`src/rtl/boy_lcd_pkg.sv`:
```
// Shared types and geometry helpers for the boy LCD capture path.
package boy_lcd_pkg;

  typedef enum logic [0:0] {
    WAIT_VS = 1'b0,
    CAPTURE = 1'b1
  } cap_state_t;

  function automatic int ceil_div(input int num, input int den);
    return (num + den - 1) / den;
  endfunction

  // Words per line and per frame for a given geometry.
  function automatic int calc_wpl(input int h_pixels, input int pack);
    return ceil_div(h_pixels, pack);
  endfunction

  function automatic int calc_frame_words(input int h_pixels, input int v_lines, input int pack);
    return v_lines * ceil_div(h_pixels, pack);
  endfunction

endpackage

```
`src/rtl/lcd_wr_fifo.sv`:
```
// Two-entry write queue between the pixel packer and the framebuffer port.
module lcd_wr_fifo #(
  parameter int WIDTH = 22
) (
  input  logic             clk,
  input  logic             rst,
  input  logic             push,
  input  logic [WIDTH-1:0] push_data,
  input  logic             pop,
  output logic [WIDTH-1:0] pop_data,
  output logic             full,
  output logic             empty
);

  logic [WIDTH-1:0] mem [2];
  logic             wr_ptr;
  logic             rd_ptr;
  logic [1:0]       count;
  logic             do_push;
  logic             do_pop;

  assign full     = (count == 2'd2);
  assign empty    = (count == 2'd0);
  assign do_push  = push && !full;
  assign do_pop   = pop && !empty;
  assign pop_data = mem[rd_ptr];

  always_ff @(posedge clk) begin
    if (rst) begin
      mem[0] <= '0;
      mem[1] <= '0;
      wr_ptr <= 1'b0;
      rd_ptr <= 1'b0;
      count  <= 2'd0;
    end else begin
      if (do_push) begin
        mem[wr_ptr] <= push_data;
        wr_ptr      <= ~wr_ptr;
      end
      if (do_pop) begin
        rd_ptr <= ~rd_ptr;
      end
      case ({do_push, do_pop})
        2'b10:   count <= count + 2'd1;
        2'b01:   count <= count - 2'd1;
        default: count <= count;
      endcase
    end
  end

endmodule

```
`src/rtl/boy_lcd_capture.sv`:
```
// LCD capture engine: turns the core's pixel/sync strobes into packed,
// linearly addressed framebuffer writes with optional ping-pong buffering.
module boy_lcd_capture
  import boy_lcd_pkg::*;
#(
  parameter int H_PIXELS   = 160,
  parameter int V_LINES    = 144,
  parameter int PIX_BITS   = 2,
  parameter int PACK       = 4,
  parameter int DOUBLE_BUF = 1,
  parameter int ADDR_W     = 14
) (
  input  logic                     clk,
  input  logic                     rst,
  input  logic                     enable,
  input  logic                     cpl,
  input  logic                     hs,
  input  logic                     vs,
  input  logic                     valid,
  input  logic [PIX_BITS-1:0]      pixel,
  output logic                     wr_valid,
  input  logic                     wr_ready,
  output logic [ADDR_W-1:0]        wr_addr,
  output logic [PACK*PIX_BITS-1:0] wr_data,
  output logic                     front_buf,
  output logic                     frame_done,
  output logic                     overflow
);

  localparam int WORD_W      = PACK * PIX_BITS;
  localparam int WPL         = calc_wpl(H_PIXELS, PACK);
  localparam int FRAME_WORDS = calc_frame_words(H_PIXELS, V_LINES, PACK);
  localparam int X_W         = $clog2(H_PIXELS + 1);
  localparam int Y_W         = $clog2(V_LINES + 1);
  localparam int SLOT_W      = (PACK > 1) ? $clog2(PACK) : 1;

  cap_state_t          state;
  logic                cpl_q, cpl_p, hs_q, hs_p, vs_q, vs_p, valid_q;
  logic [PIX_BITS-1:0] pix_q;
  logic [X_W-1:0]      x, x_tk;
  logic [Y_W-1:0]      y;
  logic [SLOT_W-1:0]   slot;
  logic [WORD_W-1:0]   pack_reg, pack_tk;
  logic [ADDR_W-1:0]   word_addr, line_base, cur_base, next_base;
  logic                back_buf;
  logic                pend_vld;
  logic [ADDR_W-1:0]   pend_addr;
  logic [WORD_W-1:0]   pend_data;
  logic                frame_pending;
  logic                cpl_rise, hs_rise, vs_rise;
  logic                take, word_full, has_partial, emit;
  logic                fifo_full, fifo_empty;
  logic [ADDR_W+WORD_W-1:0] fifo_out;

  assign cpl_rise  = cpl_q & ~cpl_p;
  assign hs_rise   = hs_q & ~hs_p;
  assign vs_rise   = vs_q & ~vs_p;
  assign cur_base  = (DOUBLE_BUF != 0 && back_buf) ? ADDR_W'(FRAME_WORDS) : '0;
  assign next_base = (DOUBLE_BUF != 0 && !back_buf) ? ADDR_W'(FRAME_WORDS) : '0;

  // The pixel of this cycle is merged first so a coincident hs/vs flushes it.
  always_comb begin
    take = (state == CAPTURE) && cpl_rise && valid_q &&
           (x < X_W'(H_PIXELS)) && (y < Y_W'(V_LINES));
    pack_tk = pack_reg;
    for (int i = 0; i < PACK; i++) begin
      if (take && (slot == SLOT_W'(i))) begin
        pack_tk[i*PIX_BITS +: PIX_BITS] = pix_q;
      end
    end
    word_full   = take && (slot == SLOT_W'(PACK - 1));
    has_partial = (take || (slot != '0)) && !word_full;
    emit        = word_full || ((state == CAPTURE) && (hs_rise || vs_rise) && has_partial);
    x_tk        = x + X_W'(take);
  end

  always_ff @(posedge clk) begin
    if (rst) begin
      state         <= WAIT_VS;
      cpl_q         <= 1'b0;
      cpl_p         <= 1'b0;
      hs_q          <= 1'b0;
      hs_p          <= 1'b0;
      vs_q          <= 1'b0;
      vs_p          <= 1'b0;
      valid_q       <= 1'b0;
      pix_q         <= '0;
      x             <= '0;
      y             <= '0;
      slot          <= '0;
      pack_reg      <= '0;
      word_addr     <= '0;
      line_base     <= '0;
      back_buf      <= 1'b0;
      front_buf     <= 1'b0;
      pend_vld      <= 1'b0;
      pend_addr     <= '0;
      pend_data     <= '0;
      frame_pending <= 1'b0;
      frame_done    <= 1'b0;
      overflow      <= 1'b0;
    end else begin
      cpl_q   <= cpl;
      cpl_p   <= cpl_q;
      hs_q    <= hs;
      hs_p    <= hs_q;
      vs_q    <= vs;
      vs_p    <= vs_q;
      valid_q <= valid;
      pix_q   <= pixel;

      frame_done <= 1'b0;
      if (frame_pending && fifo_empty && !pend_vld) begin
        frame_done    <= 1'b1;
        frame_pending <= 1'b0;
      end

      pend_vld <= 1'b0;
      if (pend_vld && fifo_full) begin
        overflow <= 1'b1;
      end

      case (state)
        WAIT_VS: begin
          if (vs_rise && enable) begin
            state     <= CAPTURE;
            x         <= '0;
            y         <= '0;
            slot      <= '0;
            pack_reg  <= '0;
            word_addr <= cur_base;
            line_base <= cur_base;
          end
        end

        CAPTURE: begin
          x <= x_tk;
          if (emit) begin
            pend_vld  <= 1'b1;
            pend_addr <= word_addr;
            pend_data <= pack_tk;
            pack_reg  <= '0;
            slot      <= '0;
            word_addr <= word_addr + 1'b1;
          end else if (take) begin
            pack_reg <= pack_tk;
            slot     <= slot + 1'b1;
          end

          // vs dominates hs; the address counter reloads to the new buffer base.
          if (vs_rise) begin
            if (x_tk != '0 || y != '0) begin
              frame_pending <= 1'b1;
            end
            if (DOUBLE_BUF != 0) begin
              back_buf  <= ~back_buf;
              front_buf <= back_buf;
            end
            x         <= '0;
            y         <= '0;
            slot      <= '0;
            pack_reg  <= '0;
            word_addr <= next_base;
            line_base <= next_base;
            if (!enable) begin
              state <= WAIT_VS;
            end
          end else if (hs_rise) begin
            x        <= '0;
            slot     <= '0;
            pack_reg <= '0;
            if (y < Y_W'(V_LINES)) begin
              y         <= y + 1'b1;
              line_base <= line_base + ADDR_W'(WPL);
              word_addr <= line_base + ADDR_W'(WPL);
            end
          end
        end

        default: state <= WAIT_VS;
      endcase
    end
  end

  lcd_wr_fifo #(
    .WIDTH(ADDR_W + WORD_W)
  ) u_fifo (
    .clk      (clk),
    .rst      (rst),
    .push     (pend_vld),
    .push_data({pend_addr, pend_data}),
    .pop      (wr_valid && wr_ready),
    .pop_data (fifo_out),
    .full     (fifo_full),
    .empty    (fifo_empty)
  );

  assign wr_valid = !fifo_empty;
  assign wr_addr  = fifo_out[ADDR_W+WORD_W-1:WORD_W];
  assign wr_data  = fifo_out[WORD_W-1:0];

endmodule

```
`config.mk`:
```
export PLATFORM = sky130hd
export DESIGN_NAME = boy_lcd_capture
export DESIGN_NICKNAME = d
export VERILOG_FILES = /design/src/rtl/boy_lcd_pkg.sv /design/src/rtl/lcd_wr_fifo.sv /design/src/rtl/boy_lcd_capture.sv
export SDC_FILE = /design/constraint.sdc
export NUM_CORES = 1
export LEC_CHECK = 0
export CORE_ASPECT_RATIO = 0.5
export CORE_MARGIN = 4
export CORE_UTILIZATION = 55
export CTS_CLUSTER_DIAMETER = 30
export DETAILED_ROUTE_END_ITERATION = 7
export PLACE_DENSITY_LB_ADDON = 0.25
export SETUP_SLACK_MARGIN = 0.5
export SYNTH_ARGS = -nofsm -noshare
export SYNTH_HDL_FRONTEND = slang
export SYNTH_SLANG_ARGS = --single-unit
```
`constraint.sdc`:
```
create_clock -name clk -period 2.65 [get_ports clk]
set_input_delay 0.265 -clock clk [delete_from_list [all_inputs] [get_ports clk]]
set_output_delay 0.265 -clock clk [all_outputs]
set_load 0.005 [all_outputs]
```
[Word-level counts from Yosys, hierarchy flattened]
Memories as Yosys holds them, arrays and structs flattened. A register that Yosys moved wholly into a read port is not among the register bits.
Index checks and enable logic that the tools add are counted.
Word-level totals
  memories: 1
  memory bits (writable): 44
  register bits after elaboration: 96
  logic and storage cells: 150
  bits of input ports: 10
  output and inout bits: 26
Memories
  u_fifo.mem: words 2, bits a word 22, read ports 1, clocked after memory_dff 1, wr ports 2, line lcd_wr_fifo.sv:15  | logic [WIDTH-1:0] mem [2];
Cells by class
  order comparisons: 2
  bitwise operators: 10
  equality and inequality tests: 10
  add/subtract/negate cells: 7
  reductions and logical operators: 38
  multiplexer cells: 56
Operator list (count)
  14-bit 2-to-1 mux: 8
  8-bit 2-to-1 mux: 10
  14-bit one-hot mux with 2 select lines: 2
  8-bit one-hot mux with 2 select lines: 3
  13-bit 2-to-1 mux: 2
  22-bit 2-to-1 mux: 1
  22-bit OR reduction: 1
  1-bit logical AND: 18
  1-bit 2-to-1 mux: 18
  2-bit 2-to-1 mux: 9
  8-bit < comparator (second input constant): 2
  8-bit nonzero test: 2
  14-bit by 1-bit adder with 14-bit output (second input constant): 1
  14-bit by 6-bit adder with 14-bit output (second input constant): 1
  8-bit by 1-bit adder with 8-bit output: 1
  8-bit by 1-bit adder with 8-bit output (second input constant): 1
  2-bit == test (second input constant): 4
  2-bit one-hot mux with 2 select lines: 2
  1-bit NOT: 7
  3-bit by 1-bit != test with 1-bit output (second input constant): 2
  2-bit AND reduction: 3
  5-bit by 1-bit != test with 1-bit output (second input constant): 1
  2-bit by 1-bit adder with 2-bit output (second input constant): 2
  2-bit by 1-bit == test with 1-bit output (second input constant): 2
  other kinds (10): 20

[Longest topological paths before layout]
Gate-level depths: netlist (run 1).
  depth in word-level cells: 16
  gate-level depth with buffers: 11
  depth with buffers taken out: 10

[By module]
Synthesis (run 1) repeated with hierarchy kept, for this count alone.
Unflattened totals
  cells, all modules: 663
  area total of the unflattened synthesis: 6343.6 µm²
By module, submodules not included
  boy_lcd_capture: times used 1, cells an instance 494, area an instance 4136.5 µm², sequential area each 1781.7 µm²
  lcd_wr_fifo: times used 1, cells an instance 169, area an instance 2207.1 µm², sequential area each 1421.4 µm²

[Worst setup path before layout (run 1)]
Ideal clock, no wire load.
  kind: register -> register
  from: reg y[4]
  to: reg frame_pending
  cell stages (with the launch flop): 11
  path buffers: 1
  clock period less this slack: 2438 ps
  data arrival time: 2323 ps
  setup time: 115 ps
  data required time: 2535 ps
  slack: 212 ps
  cells stage by stage: dfxtp_1 > o31ai_4 > and3_1 > buf_4 > ha_1 > ha_1 > xor2_1 > or4_1 > nor4_1 > a21oi_1 > o21ba_2
Between the ends
  word-level cells in the longest chain between the ends: 8
  elaborated cells on any way between the ends: 9
  those cells by class: 1 x add/sub; 1 x order compare; 3 x mux; 4 x reduce/logical
RTL lines
  from (decl): line boy_lcd_capture.sv:41  | logic [Y_W-1:0] y;
  from (signal assigned): line boy_lcd_capture.sv:173  | y <= y + 1'b1;
  8-bit < comparator: line boy_lcd_capture.sv:64  | (x < X_W'(H_PIXELS)) && (y < Y_W'(V_LINES));
  1-bit logical AND: line boy_lcd_capture.sv:64
  8-bit by 1-bit adder with 8-bit output: line boy_lcd_capture.sv:74  | x_tk = x + X_W'(take);
  8-bit nonzero test: line boy_lcd_capture.sv:152  | if (x_tk != '0 || y != '0) begin
  1-bit logical OR *: line boy_lcd_capture.sv:152
  1-bit 2-to-1 mux *: line boy_lcd_capture.sv:152
  1-bit 2-to-1 mux *: line boy_lcd_capture.sv:151  | if (vs_rise) begin
  1-bit 2-to-1 mux *: line boy_lcd_capture.sv:123  | case (state)
  to (signal assigned): line boy_lcd_capture.sv:99  | frame_pending <= 1'b0;
  to (signal assigned): line boy_lcd_capture.sv:115  | frame_pending <= 1'b0;
  to (signal assigned): line boy_lcd_capture.sv:153  | frame_pending <= 1'b1;
  to (decl): line boy_lcd_capture.sv:49  | logic frame_pending;
Every way passes the cells marked *; elsewhere a longest branch is shown, timed or not.
A chain may end at the register's enable or synchronous reset.

[Final worst setup path (run 1)]
Ends and elaborated chain as after synthesis.

==> results of run 1 <==
-- tightest hold or removal path, stage by stage --
cell,delay [ps]
buf_2,120
buf_12,210
nor2_1,120
-- logic make-up after synthesis --
logic type / Yosys count
buffers and inverters: 47
flip-flops: 138
AND/OR/NAND/NOR: 251
adder cells (fa/ha/maj): 11
XOR/XNOR: 29
AO/OA/AOI/OAI: 121
multiplexers: 31
-- power groups by stage --
stage               combinational [uW]  sequential, uW  clock [uW]
floorplan                          120            2280           0
global placement                   198            2280           0
detailed placement                 200            2280           0
CTS                                202            2240        2490
global route                       224            2240        2600
finish                             205            2240        2460
-- per-layer routing --
| layer | share of wire (%) | vias up | global-route usage (%) |
|---|---|---|---|
| met5 | 0 | - | 0 |
| li1 | - | 2302 | - |
| met4 | 1.5 | 0 | 8.20 |
| met2 | 43 | 154 | 30.1 |
| met3 | 6.0 | 18 | 4.37 |
| met1 | 50 | 2182 | 30.2 |
-- synthesized netlist by cell type (2+ instances only) --
master | instances | area share (%)
nand4b_1 | 2 | 0.28
ha_1 | 11 | 2.2
o21a_1 | 2 | 0.24
or3_1 | 2 | 0.20
buf_6 | 2 | 0.36
nand2_1 | 72 | 4.4
nor4_1 | 8 | 0.81
dfxtp_1 | 94 | 30
edfxtp_1 | 44 | 21
a21o_1 | 5 | 0.61
buf_2 | 7 | 0.57
a221oi_1 | 2 | 0.28
a311oi_1 | 6 | 0.85
o21ai_0 | 20 | 1.6
clkbuf_1 | 16 | 0.97
nor4b_1 | 2 | 0.28
nor3_1 | 13 | 1.1
o21ai_1 | 3 | 0.24
buf_1 | 3 | 0.18
xor2_1 | 12 | 1.7
inv_1 | 14 | 0.85
nand4_1 | 6 | 0.61
o211ai_1 | 2 | 0.24
a21oi_1 | 39 | 3.2
mux2_2 | 22 | 4.0
nor2b_1 | 11 | 1.1
a211oi_1 | 10 | 1.2
a22oi_1 | 10 | 1.2
o21bai_1 | 2 | 0.24
nand2b_1 | 2 | 0.20
buf_4 | 4 | 0.49
a21boi_0 | 4 | 0.49
nand3_1 | 14 | 1.1
nor2_1 | 60 | 3.6
or4_1 | 3 | 0.36
o31ai_1 | 3 | 0.36
mux2i_1 | 9 | 1.5
xnor2_1 | 17 | 2.4
nand3b_1 | 2 | 0.24
and2_1 | 48 | 4.9
-- what timing repair did --
item	CTS	global route
resized for setup	5	13
hold endpoints to repair	0	0
pin swaps	4	3
setup buffers	3	0
hold buffers	0	0
cloned	0	0
endpoints found under the setup margin	20	32
-- cell usage in the layout (no fill, tap or decap), types with 14 or more instances in the layout --
| master | synthesis | final |
|---|---|---|
| a21oi_1 | 39 | 38 |
| and2_1 | 48 | 47 |
| buf_4 | 4 | 20 |
| clkbuf_16 | 0 | 18 |
| clkdlybuf4s50_1 | 0 | 34 |
| dfxtp_1 | 94 | 90 |
| edfxtp_1 | 44 | 44 |
| inv_1 | 14 | 14 |
| mux2_2 | 22 | 22 |
| nand2_1 | 72 | 72 |
| nor2_1 | 60 | 59 |
| o21ai_0 | 20 | 19 |
| xnor2_1 | 17 | 17 |
-- area by class of cell --
class | count | area share [%]
clock buffers | 22 | 6.38
clock inverters | 10 | 1.88
inverters | 14 | 0.705
multi-input cells | 443 | 38.4
flip-flops and latches | 138 | 43.1
well taps | 145 | 2.44
repair buffers | 57 | 7.12
-- worst min-delay path by stage --
stage	from	to	slack (ps)
floorplan	cpl	cpl_q	390
global placement	pack_reg[5]	pack_reg[5]	440
detailed placement	pack_reg[3]	pack_reg[3]	450
CTS	rst	register	340
global route	rst	u_fifo.wr_ptr	370
finish	rst	u_fifo.wr_ptr	350
-- metrics by stage --
| step | power (uW) | cells |
|---|---|---|
| 2_1_floorplan | 2400 | 628 |
| 3_3_place_gp | 2480 | 794 |
| 3_5_place_dp | 2480 | 794 |
| 4_1_cts | 4930 | 829 |
| 5_1_grt | 5070 | 829 |
| 6_report | 4910 | 829 |
==> results.yml, run 1 <==
status:
  status: "completed"
power_and_ir_drop:
  leakagePower_uw: 0.00271
  seqPwrFrac_pct: 45.6
  p_comb_share_pct: 4.2
  powerDensity_mw_per_mm2: 659
  ir_worst_vdd_uv: 389
  p_sw_uw: 1040
  p_clk_share_pct: 50.2
  swShare_pct: 21.2
  p_int_uw: 3870
setup_path:
  reg2reg_from: "y[4]"
  cpPeakStageDelay_ps: 350
  path_depth: 9
  path_cells: "o31ai_4 > and3_4 > ha_4 > nand3_1 > nor3_2 > xor2_1 > nor4_4 > a21oi_1 > o21ba_2"
  cp-start-kind: "register"
  r2r_slack_ps: 420
  cp_max_fo: 5
  critPathTopFamily: "simple AND/OR/NAND/NOR gates"
  worstRegToRegCells: 9
  crit_end: "frame_pending"
  critical_path_arrival_ps: 2540
  r2r-end: "frame_pending"
  slowest_stage: "dfxtp_2"
  crit_start: "y[4]"
  critPathKind: "register to register"
  worstPathRequired_ps: 2960
  end_kind: "register"
  path_buf_inv: 0
sta:
  tightest_slew_ps: 593
  whs_ps: 346
  layout_min_cycle_time_ps: 2230
  slew_headroom_pct: 60.5
  finalSetupTns_ps: 0
  hold_viol_final: 0
  max_freq_mhz: 449
  slew_viol_final: 0
  rsz0062_at_grt: "yes"
  fin_skew_ps: 9.19
  setup_ws_ps: 424
  fin_crit_sh_pct: 84.0
  setup_viol: 0
layout:
  seq_area_mm2: 0.00321
  antenna-diode-count: 0
  drive_above_1_share_pct: 14.2
  multi_input_area_mm2: 0.00286
  largest_registers: "u_fifo.mem: 44 flops, pend_addr: 14 flops, word_addr: 14 flops"
  nets: 692
  design_area_mm2: 0.00745
  largest_register: "u_fifo.mem"
  nFillCells: 799
  largest_reg_flops: 44
  synthToLayoutAreaGrowth_pct: 20.5
  final_core_util_pct: 67.9
floorplanning:
  fp-row-count: 27
  die_area_mm2: 0.0131
  die_h_um: 83.0
  fp.dieW_um: 158
  ios: 36
  core_area_mm2: 0.0110
  initial_core_util_pct: 56.3
synth:
  synth_seq_cells: 138
  yosys_warnings: 0
  synthFlopType: "dfxtp_1"
  synthCells: 628
  synth_fa_ha_area_share_pct: 2.23
  avgSynthCellArea_um2: 9.84
  synthMuxAreaShare_pct: 5.46
  synth-simple-area-share_pct: 19.9
  synth_top_family_by_area: "simple AND/OR/NAND/NOR gates"
  ys_seq_area_share_pct: 51.8
  netlist_area_mm2: 0.00618
  synth_compound_area_share_pct: 13.0
  ys_types: 60
  synth_edf_count: 44
  synthArstFlopShare_pct: 0
  synth_fp_nets: 649
  synth_xor_area_share_pct: 4.11
hold_path:
  min_path_type: "primary input to register"
  holdPathStages: 3
detailed_routing:
  first_pass_iters: 5
  antenna_left: 0
  vias_per_cell: 5.62
  first_iter_violations: 401
  num_vias: 4656
  remaining_drc_errors: 0
  wl_per_cell_um: 16.1
  routed_wl_mm: 13.3
place:
  dpl.hpwl_mm: 8.29
  dp_worst_setup_slack_ps: 215
  placed_cell_area_mm2: 0.00674
  io_buffers: 35
  gp_congestion: 0.842
clock_network:
  clock-sinks: 138
  clock-root-buffer: "clkbuf_16"
  path_clk_slew_ps: 60
  clockBufferDepth: 2
  worstSkewPairLatency_ps: 420
  cts_tree: "done"
  ctsHtreeMaxLevel: 4
  cts_buffers: 17
global_routing:
  grt_pass1_vias: 4380
  grt_pass1_wl_mm: 21.8
  grt_max_degree: 82
  grt_antenna_before_repair: 0
  grt-ovfl-total: 0
  grt_use_total_pct: 20.7
flow_run:
  cap_viol_max_count: 0
Note: power is estimated with default switching activity, not from simulation.
==> run 2, diff against run 1 <==
==> constraint.sdc (replaced) <==
create_clock -name clk -period 2.3 [get_ports clk]
set_input_delay 0.23 -clock clk [delete_from_list [all_inputs] [get_ports clk]]
set_output_delay 0.23 -clock clk [all_outputs]
set_load 0.005 [all_outputs]
==> results.yml, run 2 (synthesized netlist as in run 1, its figures left out) <==
status:
  status: "finished, violations left"
  violations: "setup timing"
sta:
  setup_ws_ps: -1.46
  max_freq_mhz: 435
  layout_min_cycle_time_ps: 2300
  hold_viol_final: 0
  fin_crit_sh_pct: 100
  rsz0062_at_grt: "yes"
  slew_headroom_pct: 50.1
  slew_viol_final: 0
  setup_viol: 1
  tightest_slew_ps: 746
  fin_skew_ps: 11.1
power_and_ir_drop:
  ir_worst_vdd_uv: 534
  leakagePower_uw: 0.00324
  powerDensity_mw_per_mm2: 633
  finalPower_uw: 5560
clock_network:
  ctsHtreeMaxLevel: 4
  clock-sinks: 138
  path_clk_slew_ps: 60
  cts_buffers: 17
  clock-root-buffer: "clkbuf_16"
  worstSkewPairLatency_ps: 420
  clockBufferDepth: 2
  cts_tree: "done"
place:
  placed_cell_area_mm2: 0.00677
  io_buffers: 35
  dpl.hpwl_mm: 8.33
  dp_worst_setup_slack_ps: 117
  gp_congestion: 0.840
  dp.cells: 799
detailed_routing:
  routed_wl_mm: 18.2
  first_pass_iters: 5
  vias_per_cell: 6.14
  first_iter_violations: 495
  wl_per_cell_um: 20.6
  antenna_left: 0
  num_vias: 5424
  remaining_drc_errors: 0
layout:
  design_area_mm2: 0.00879
  largest_register: "u_fifo.mem"
  largest_registers: "u_fifo.mem: 44 flops, pend_addr: 14 flops, word_addr: 14 flops"
  layout_common_cells: "dfxtp_1 (80), nor2_1 (53), nand2_1 (52), and2_1 (47), edfxtp_1 (44)"
  final_core_util_pct: 80.0
  drive_above_1_share_pct: 37.6
  largest_reg_flops: 44
  antenna-diode-count: 0
  nFillCells: 533
  mostFrequentLayoutCell: "dfxtp_1"
  nets: 747
  synthToLayoutAreaGrowth_pct: 42.2
  final_cells: 884
floorplanning:
  core_area_mm2: 0.0110
  die_h_um: 83.0
  fp-row-count: 27
  fp.dieW_um: 158
  ios: 36
  die_area_mm2: 0.0131
  initial_core_util_pct: 56.3
global_routing:
  grt_antenna_before_repair: 0
  grt_use_total_pct: 22.3
  grt_max_degree: 30
  grt-ovfl-total: 0
  grt_pass1_vias: 4588
  grt_pass1_wl_mm: 23.3
setup_path:
  path_common_cell: "ha_4"
  cp-start-kind: "register"
  slowest_stage: "or4_1"
  critPathTopFamily: "simple AND/OR/NAND/NOR gates"
  critical_path_arrival_ps: 2620
  path_cells: "o31ai_4 > and3_4 > ha_4 > ha_4 > xor2_1 > or4_1 > nor4_2 > a21oi_1 > o21ba_2"
  cp_max_fo: 2
  worstPathRequired_ps: 2610
  end_kind: "register"
  critPathKind: "register to register"
  cpPeakStageDelay_ps: 420
  path_buf_inv: 0
flow_run:
  cap_viol_max_count: 0
hold_path:
  min_path_type: "primary input to register"
[run 2: cell count changes in the layout (fill, tap and decap cells not counted), moves of 8 or more]
cell	change
a21oi_1	-17
a21oi_2	+15
buf_4	+14
buf_6	+42
clkdlybuf4s50_1	-22
dfxtp_1	-10
dfxtp_2	+8
mux2_2	-14
mux2_4	+14
nand2_1	-20
nand2_4	+15
o21ai_0	-10
o21ai_2	+8
[run 2: cell type report]
cell class              instances  area, um2  share of cell area, %
multi-input cells             445       3550                   40.3
repair buffers                110       1210                   13.7
inverters                      14       52.6                  0.598
clock buffers                  18        439                   5.00
flip-flops and latches        138       3230                   36.7
well taps                     145        181                   2.06
clock inverters                14        138                   1.57
[run 2: final timing paths]
path,endpoint,depth (start not counted),slack [ps],startpoint
max,frame_pending,9,-1,y[6]
min,cpl_q,2,380,cpl
max reg2reg,frame_pending,9,-1,y[6]
min reg2reg,cpl_p,1,470,cpl_q
[run 2: where the power goes]
part           total (uW)  leakage (uW)  switching (uW)  internal [uW]
registers            2580       0.00122            31.7           2550
clock network        2690      0.000273            1150           1540
logic                 288       0.00175             166            122
total                5560       0.00324            1340           4210
[run 2: per-stage QoR]
step           hold slack [ps]  setup TNS, ps
2_1_floorplan              358              0
3_3_place_gp               433              0
3_5_place_dp               444              0
4_1_cts                    336              0
5_1_grt                    376          -97.6
6_report                   377          -1.46
[run 2: what timing repair did]
action                     in CTS  in global routing
buffers inserted               24                 21
setup endpoints to repair     120                101
cloned                          4                  4
hold buffers                    0                  0
pin swaps                      35                 45
resized for setup              86                227
[run 2: worst register-to-register path: cells and delay by family (launching register included)]
family / cells / cell delay (ps)
adders and majority gates: 2 / 270
AOI/OAI and AO/OA: 3 / 620
DFF: 1 / 340
and+or+nand+nor: 3 / 920
xor gates and xnor gates: 1 / 50
[run 2: metal layers]
layer  track usage (%)  up-vias  wire [um]
met1              31.3     2682       7630
li1                  -     2420          -
met4              7.43        0        707
met2              34.3      259       8720
met5                 0        -          0
met3              5.05       63       1180
